===== config.mk =====
export PLATFORM = sky130hd
export DESIGN_NAME = seg_scan_driver
export DESIGN_NICKNAME = d
export VERILOG_FILES = /design/src/rtl/seg_pkg.sv /design/src/rtl/hex_to_seg.sv /design/src/rtl/seg_scan_driver.sv
export SDC_FILE = /design/constraint.sdc
export NUM_CORES = 1
export LEC_CHECK = 0
export ABC_AREA = 0
export CAP_MARGIN = 20
export CORE_ASPECT_RATIO = 0.7
export CORE_MARGIN = 2
export CORE_UTILIZATION = 58
export CTS_CLUSTER_SIZE = 40
export DETAILED_ROUTE_END_ITERATION = 10
export HOLD_SLACK_MARGIN = 0.15
export PLACE_DENSITY = 0.95
export SLEW_MARGIN = 0
export SYNTH_ARGS = -nofsm -noshare
export SYNTH_HDL_FRONTEND = slang
export SYNTH_HIERARCHICAL = 1
export SYNTH_SLANG_ARGS = --single-unit

===== constraint.sdc =====
create_clock -name clk -period 7.3 [get_ports clk]
set_input_delay 1.46 -clock clk [delete_from_list [all_inputs] [get_ports clk]]
set_output_delay 1.46 -clock clk [all_outputs]
set_load 0.02 [all_outputs]

===== src/rtl/seg_pkg.sv =====
// Shared constants and types for the seven-segment scan driver.
package seg_pkg;

  localparam logic [7:0] SEG_OFF = 8'hFF;

  // Active-low patterns {dp,g,f,e,d,c,b,a}: 0-9, A, b, C, d, E, F.
  localparam logic [7:0] SEG_HEX [0:15] = '{
    8'hC0, 8'hF9, 8'hA4, 8'hB0, 8'h99, 8'h92, 8'h82, 8'hF8,
    8'h80, 8'h90, 8'h88, 8'h83, 8'hC6, 8'hA1, 8'h86, 8'h8E
  };

  typedef enum logic {
    BLANK = 1'b0,
    SHOW  = 1'b1
  } scan_state_t;

endpackage


===== src/rtl/hex_to_seg.sv =====
// Combinational hex nibble to active-low seven-segment decoder, dp held off.
module hex_to_seg
  import seg_pkg::*;
(
  input  logic [3:0] nibble,
  output logic [7:0] seg
);

  assign seg = SEG_HEX[nibble];

endmodule


===== src/rtl/seg_scan_driver.sv =====
// Multiplexed hex display driver: latches a 32-bit word and scans it across
// a common-anode bank with a blanking gap between digits.
module seg_scan_driver
  import seg_pkg::*;
#(
  parameter int CLK_DIV    = 50000,
  parameter int NUM_DIGITS = 8
) (
  input  logic                  clk,
  input  logic                  reset,
  input  logic [31:0]           data_in,
  input  logic                  load,
  input  logic                  blank_lz,
  output logic [7:0]            seg,
  output logic [NUM_DIGITS-1:0] an,
  output logic                  frame
);

  localparam int CNT_W = $clog2(CLK_DIV);
  localparam int IDX_W = (NUM_DIGITS > 1) ? $clog2(NUM_DIGITS) : 1;
  localparam logic [CNT_W-1:0] CNT_LAST = CNT_W'(CLK_DIV - 1);
  localparam logic [IDX_W-1:0] IDX_LAST = IDX_W'(NUM_DIGITS - 1);

  scan_state_t           state_q, state_d;
  logic [IDX_W-1:0]      idx_q, idx_d;
  logic [CNT_W-1:0]      cnt_q, cnt_d;
  logic [31:0]           hold_q, hold_d;
  logic [7:0]            seg_q, seg_d;
  logic [NUM_DIGITS-1:0] an_q, an_d;
  logic                  frame_q, frame_d;

  logic [NUM_DIGITS-1:0] nz_from;
  logic [NUM_DIGITS-1:0] an_sel;
  logic [3:0]            nibble_sel;
  logic                  lz_sel;
  logic [7:0]            dec_seg;

  // nz_from[i] is set when any nibble i..NUM_DIGITS-1 of the held word is nonzero.
  always_comb begin
    logic acc;
    acc     = 1'b0;
    nz_from = '0;
    for (int i = NUM_DIGITS - 1; i >= 0; i--) begin
      acc        = acc | (|hold_q[4*i +: 4]);
      nz_from[i] = acc;
    end
  end

  always_comb begin
    an_sel     = '1;
    nibble_sel = 4'h0;
    lz_sel     = 1'b0;
    for (int i = 0; i < NUM_DIGITS; i++) begin
      if (idx_q == IDX_W'(i)) begin
        an_sel[i]  = 1'b0;
        nibble_sel = hold_q[4*i +: 4];
        lz_sel     = (i != 0) && !nz_from[i];
      end
    end
  end

  hex_to_seg u_hex_to_seg (
    .nibble (nibble_sel),
    .seg    (dec_seg)
  );

  // Outputs are registered from the current state, so they trail it by one edge.
  always_comb begin
    // NOTE: every signal gets a default first so no path can infer a latch.
    state_d = state_q;
    idx_d   = idx_q;
    cnt_d   = cnt_q;
    hold_d  = load ? data_in : hold_q;
    seg_d   = SEG_OFF;
    an_d    = '1;
    frame_d = 1'b0;

    case (state_q)
      BLANK: begin
        state_d = SHOW;
        cnt_d   = '0;
      end
      SHOW: begin
        an_d    = an_sel;
        seg_d   = (blank_lz && lz_sel) ? SEG_OFF : dec_seg;
        frame_d = (idx_q == '0) && (cnt_q == '0);
        if (cnt_q == CNT_LAST) begin
          state_d = BLANK;
          cnt_d   = '0;
          idx_d   = (idx_q == IDX_LAST) ? '0 : idx_q + 1'b1;
        end else begin
          cnt_d = cnt_q + 1'b1;
        end
      end
      default: state_d = BLANK;
    endcase
  end

  // NOTE: non-blocking assignments so every flop samples pre-edge values.
  always_ff @(posedge clk or negedge reset) begin
    if (!reset) begin
      state_q <= BLANK;
      idx_q   <= '0;
      cnt_q   <= '0;
      // NOTE: hold is a plain register, not a memory array, so it takes a reset value.
      hold_q  <= '0;
      seg_q   <= SEG_OFF;
      an_q    <= '1;
      frame_q <= 1'b0;
    end else begin
      state_q <= state_d;
      idx_q   <= idx_d;
      cnt_q   <= cnt_d;
      hold_q  <= hold_d;
      seg_q   <= seg_d;
      an_q    <= an_d;
      frame_q <= frame_d;
    end
  end

  assign seg   = seg_q;
  assign an    = an_q;
  assign frame = frame_q;

endmodule


==> run_results.csv, run 1 <==
group,metric,value,unit
placement,dp_hpwl,5.405,mm
cells_and_area,multi_input_area,1655,um2
grt,grt_pass1_vias,2642,
worst_setup_path,worst-endpoint-arrival,4070,ps
route,drtPass1Iterations,5,
logic_synthesis,synth_top_area_cell,"dfrtp_1",
clock_network,cts_tree,"done",
grt,grt.total_usage,23.33,%
logic_synthesis,synth_cells,346,
timing,fmax,262.0,MHz
timing,fin_crit_sh,52.29,%
pwr,power.switching,0.0002203,W
worst_hold_path,hp-class,"flop to flop",
logic_synthesis,syn_avg_cell_area,10.32,um2
worst_setup_path,path_class,"flop to flop",
timing,skew,10.87,ps
logic_synthesis,ys_types,48,
route,wirelength,7.544,mm
logic_synthesis,synth_area,3572,um2
route,highest_layer,"met4",
grt,antenna_found_initial,0,
timing,slew_violations,0,
die,initial_utilization,61.15,%
clock_network,cts.reportedPaths.clkPinSlew,80,ps
worst_setup_path,cp.required,7560,ps
pwr,p_leak,1.827,nW
logic_synthesis,yosys_warnings,6,
timing,rsz0062_at_grt,"no",
placement,globalplace.congestion,0.9447,
die,io_pins,53,
clock_network,clk_latency,350,ps
run_status,status,"finished, final reports clean",
run,drv_cap,0,
clock_network,clk_path_buf_depth,2,
placement,port_buffers,52,
cells_and_area,nNetsFinal,444,
clock_network,post_cts_buffers,0,
die,die_h,69.66,um
logic_synthesis,syn_nets,397,
cells_and_area,regArea,1747,um2
die,dieArea,6813,um2
die,die_width,97.80,um
route,drt-initial-drc-count,159,
route,routed-wl-met3,635,um
timing,setup_viol,0,
grt,grt_pass1_wl,12.72,mm
grt,grt_overflow,0,
pwr,power.density,194.9,nW/um2
cells_and_area,areaGrowthSynthToFinish,20.14,%
timing,period_needed,3817,ps
logic_synthesis,synthFlopType,"dfrtp_1",
pwr,power_frac_clock,34.2,%
pwr,share_comb_of_total_power,14.6,%
route,viasPerCell,5.892,
timing,setup-tns-final,0,ps
clock_network,clkSinkCount,69,
worst_setup_path,crit_path_end_kind,"flop",
route,drc,0,
die,coreArea,5842,um2
logic_synthesis,synth_area_leaders,"dfrtp_1, dfstp_2, mux2_2, ha_1, nor2_1",
route,ant_nets,0,
worst_setup_path,worstPathMaxFanout,15,
timing,hold_viol_final,0,
route,dr_wl_met2,3.332,mm
clock_network,cts-root-buf,"clkbuf_8",
grt,grt_max_degree,70,
timing,tightestPinTransition,1110,ps
clock_network,cts-hold-fix-buffers,0,
timing,slew_headroom,26.01,%
route,met1_length,3.479,mm
logic_synthesis,yosys_register_bits,69,
logic_synthesis,netlist.area_leader.share,37.13,%
cells_and_area,diodes,0,
pwr,seq_power_share,51.3,%
pwr,finalPower,0.0008366,W
cells_and_area,fillers,417,
route,wl_per_cell,15.95,um
clock_network,cts_resized,0,
pwr,swShare,26.33,%
worst_setup_path,start_kind,"flop",
cells_and_area,layout-drive-gt1-share,17.34,%
die,core.rowCount,23,
pwr,peakVddDrop,0.1185,mV
route,num_vias,2787,
logic_synthesis,async_flop_share,100.0,%
logic_synthesis,synth-seq-area-share,48.90,%
clock_network,htree_levels,3,
clock_network,numCtsBuffers,9,
logic_synthesis,synth_edf_count,0,
pwr,intPower,0.0006164,W
-- area by class of cell --
cell class | instances | share of cell area, %
Clock inverter | 5 | 0.8163
Multi-Input combinational cell | 238 | 38.57
Inverter | 21 | 1.837
Clock buffer | 11 | 3.528
Sequential cell | 69 | 40.70
Timing Repair Buffer | 54 | 12.36
Tap cell | 75 | 2.187
-- cells by family (layout without fill, tap and decap cells) --
kind of cell | count (synthesis) | in the layout | synth area share (%)
adder cells (fa/ha/maj) | 15 | 15 | 5.254
AO/OA/AOI/OAI | 54 | 54 | 9.388
other | 1 | 1 | 0.1050
flip-flops | 69 | 69 | 48.90
buffers and inverters | 39 | 91 | 4.764
AND/OR/NAND/NOR | 123 | 123 | 18.14
XOR/XNOR | 14 | 14 | 3.433
multiplexers | 31 | 31 | 10.02
-- per-layer routing --
layer  global-route usage (%)  up-vias
li1                         -     1306
met1                    32.34     1334
met2                    35.02      131
met3                    8.871       16
met4                    5.556        0
met5                        0        -
-- flip-flops by register name, indices dropped and copies added (netlist names) --
signal,cells
an,8
cnt_q,16
frame,1
hold_q,32
idx_q,3
seg,8
state_q,1
-- cell usage after synthesis (all sizes together), types with 9 or more instances --
cell / instances
inv: 21
dfrtp: 53
nor4: 15
xnor2: 13
dfstp: 16
mux2: 25
nand3: 17
o21ai: 13
a21oi: 20
buf: 9
clkbuf: 9
nor2: 37
ha: 15
nand2: 25
-- path summary, 6_finish.rpt --
path | slack (ps) | startpoint | to | cells after the start
max | 3480 | idx_q[2] | seg[3] | 12
min | 520 | hold_q[3] | hold_q[3] | 1
max reg2reg | 3480 | idx_q[2] | seg[3] | 12
min reg2reg | 520 | hold_q[3] | hold_q[3] | 1
max in group asynchronous | 5450 | reset | hold_q[2] | 2
min in group asynchronous | 1280 | reset | hold_q[0] | 2
-- cell usage in the layout (no fill, tap or decap), types with 11 or more instances in the layout --
master / instances
inv_1: 21
nor2_1: 37
ha_1: 15
nand2_1: 25
clkbuf_8: 11
nor4_1: 13
dfstp_2: 16
xnor2_1: 13
dfrtp_1: 53
o21ai_0: 12
clkdlybuf4s50_1: 51
mux2_2: 25
nand3_1: 17
a21oi_1: 20
-- worst max-delay path: stages, from the launching register on --
cell and delay [ps]:
dfrtp_1 630, inv_1 220, ha_1 340, or2_2 340
a221oi_1 270, o22ai_1 150, a21oi_1 490, inv_1 210
ha_1 340, inv_1 50, mux4_1 470, nor2_1 120
nand3_1 90
-- through the flow --
stage / setup slack, ps / instance area (um2) / instances / utilization [%] / hold slack [ps]
floorplan: 4129 / 3572 / 346 / - / 474.4
global placement: 3861 / 4105 / 457 / 70.27 / 496.6
detailed placement: 3669 / 4105 / 457 / 70.27 / 506.4
CTS: 3632 / 4292 / 473 / 73.46 / 521.3
global route: 3278 / 4292 / 473 / 73.46 / 537.1
finish: 3483 / 4292 / 473 / 73.46 / 518.9
-- power groups by stage --
stage	registers [W]	logic [W]	clock network [W]
5_1_grt	0.000432	0.000132	0.000307
3_5_place_dp	0.000436	0.000121	0
6_report	0.000429	0.000122	0.000286
4_1_cts	0.000429	0.000122	0.000292
3_3_place_gp	0.000434	0.000116	0
2_1_floorplan	0.000441	0.0000600	0
Power figures use the tool's default switching activity.
==> run 2, diff against run 1 <==
- CORE_UTILIZATION: 58 -> 54
- PLACE_DENSITY: 0.95 -> 0.9
- clock period: 7.3 -> 3.7 ns (I/O delays scaled with it)
==> run_results.csv, run 2 (synthesized netlist as in run 1, its figures left out) <==
group,metric,value,unit
timing,period_needed,3162,ps
worst_setup_path,cpLargestDelayFamily,"simple AND/OR/NAND/NOR gates",
cells_and_area,layout-drive-gt1-share,18.32,%
cells_and_area,top_register,"hold_q",
timing,slew_headroom,31.31,%
timing,fmax,316.3,MHz
cells_and_area,top_regs,"hold_q x32, cnt_q x16",
clock_network,clk_path_buf_depth,2,
grt,antenna_found_initial,0,
cells_and_area,regArea,1747,um2
clock_network,htree_levels,3,
worst_setup_path,start_kind,"flop",
pwr,peakVddDrop,0.2966,mV
cells_and_area,nNetsFinal,450,
pwr,p_leak,1.875,nW
worst_setup_path,path_cells,"ha_1 > ha_1 > or2_2 > a221oi_1 > o22ai_1 > a21oi_1 > buf_4 > ha_1 > and2b_2 > or3b_1 > o21ai_0 > nor2_1 > nand3_1",
timing,slew_violations,0,
clock_network,cts-hold-fix-buffers,0,
placement,dp_hpwl,5.540,mm
grt,grt_max_degree,51,
worst_setup_path,critPathBufInv,1,
timing,setup-tns-final,0,ps
timing,whs,421.1,ps
run_status,status,"finished, final reports clean",
worst_setup_path,slowest_delay,430,ps
die,die_width,101.2,um
cells_and_area,diodes,0,
worst_setup_path,worst_path_most_repeated_cell,"ha_1",
route,wirelength,7.516,mm
placement,globalplace.congestion,0.9491,
worst_setup_path,crit_path_end_kind,"flop",
route,num_vias,2753,
worst_setup_path,worstPathMaxFanout,7,
timing,rsz0062_at_grt,"no",
worst_setup_path,worst-endpoint-arrival,3450,ps
route,ant_nets,0,
route,wl_per_cell,15.59,um
clock_network,clkSinkCount,69,
cells_and_area,final_cell_mix,"dfrtp_1, clkdlybuf4s50_1, nor2_1",
clock_network,cts_tree,"done",
route,drc,0,
route,drtPass1Iterations,5,
placement,port_buffers,52,
die,initial_utilization,56.65,%
cells_and_area,areaGrowthSynthToFinish,22.42,%
worst_setup_path,slowest_stage,"dfrtp_1",
run,drv_cap,0,
timing,fin_crit_sh,85.45,%
worst_setup_path,cp.required,3990,ps
cells_and_area,largest_reg_flops,32,
timing,skew,7.897,ps
cells_and_area,multi_input_area,1655,um2
die,coreArea,6306,um2
timing,setup_viol,0,
die,die_h,72.05,um
clock_network,cts.reportedPaths.clkPinSlew,80,ps
clock_network,clk_latency,360,ps
grt,grt.total_usage,22.77,%
grt,grt_pass1_vias,2620,
grt,grt_pass1_wl,12.65,mm
pwr,power.density,392.5,nW/um2
die,io_pins,53,
route,drt-initial-drc-count,187,
timing,tightestPinTransition,1024,ps
cells_and_area,final_common_cell,"dfrtp_1",
clock_network,post_cts_buffers,0,
clock_network,cts_resized,0,
timing,hold_viol_final,0,
worst_hold_path,hp-class,"input pin to asynchronous set/reset pin",
worst_setup_path,path_class,"flop to flop",
route,viasPerCell,5.712,
grt,grt_overflow,0,
clock_network,numCtsBuffers,9,
clock_network,cts-root-buf,"clkbuf_8",
die,dieArea,7292,um2
cells_and_area,fillers,457,
die,core.rowCount,24,
## run 2: cell types whose count changed in the layout (fill, tap and decap cells not counted)
cell        before  now
clkbuf_8        11    9
buf_16           0    1
clkbuf_1         0    1
clkinvlp_4       4    2
inv_6            0    2
clkinv_4         0    1
buf_4            2    7
bufinv_16        0    1
clkinv_2         1    0
## run 2: area by class of cell
cell class                      count  share of cell area (%)
Clock inverter                      6                   1.631
Multi-Input combinational cell    238                   37.85
Inverter                           21                   1.803
Clock buffer                       10                   2.918
Sequential cell                    69                   39.94
Timing Repair Buffer               60                   13.62
Tap cell                           78                   2.232
## run 2: power breakdown
part	switching, W	leakage [nW]	internal [W]	total [W]
logic	0.000113	0.957	0.000134	0.000247
registers	0.0000350	0.824	0.000812	0.000847
clock network	0.000305	0.0935	0.000317	0.000622
total	0.000453	1.87	0.00126	0.00172
## run 2: final timing paths
path,slack (ps),end,cells after the start,start
hold reg to reg,520,cnt_q[0],1,cnt_q[0]
min in group clk,520,cnt_q[0],1,cnt_q[0]
setup reg to reg,540,seg[0],13,idx_q[0]
setup / recovery,540,seg[0],13,idx_q[0]
hold / removal,420,hold_q[10],1,reset
max in group asynchronous,2380,seg[7],3,reset
## run 2: routing by layer
layer | part of all wire [%] | GRT usage (%) | vias up
met2 | 44 | 32.45 | 117
met3 | 7.1 | 8.382 | 10
met5 | 0 | 0 | -
met4 | 1.1 | 6.757 | 0
li1 | - | - | 1314
met1 | 47 | 32.72 | 1312
## run 2: worst reg2reg max path: stages, from the launching register on
cell and delay, ps:
dfrtp_1 430, ha_1 240, ha_1 280, or2_2 340, a221oi_1 260, o22ai_1 150, a21oi_1 200, buf_4 170
ha_1 180, and2b_2 240, or3b_1 360, o21ai_0 90, nor2_1 70, nand3_1 80
## run 2: metrics by stage
stage | power, W | utilization [%] | instances | area (um2) | setup slack [ps]
floorplan | 0.0009885 | - | 346 | 3572 | 529.3
global placement | 0.001095 | 65.75 | 465 | 4146 | 747.6
CTS | 0.001724 | 68.91 | 481 | 4345 | 604.7
global route | 0.001795 | 69.35 | 482 | 4373 | 250.9
finish | 0.001716 | 69.35 | 482 | 4373 | 538.4
detailed placement | 0.001103 | 65.75 | 465 | 4146 | 633.5
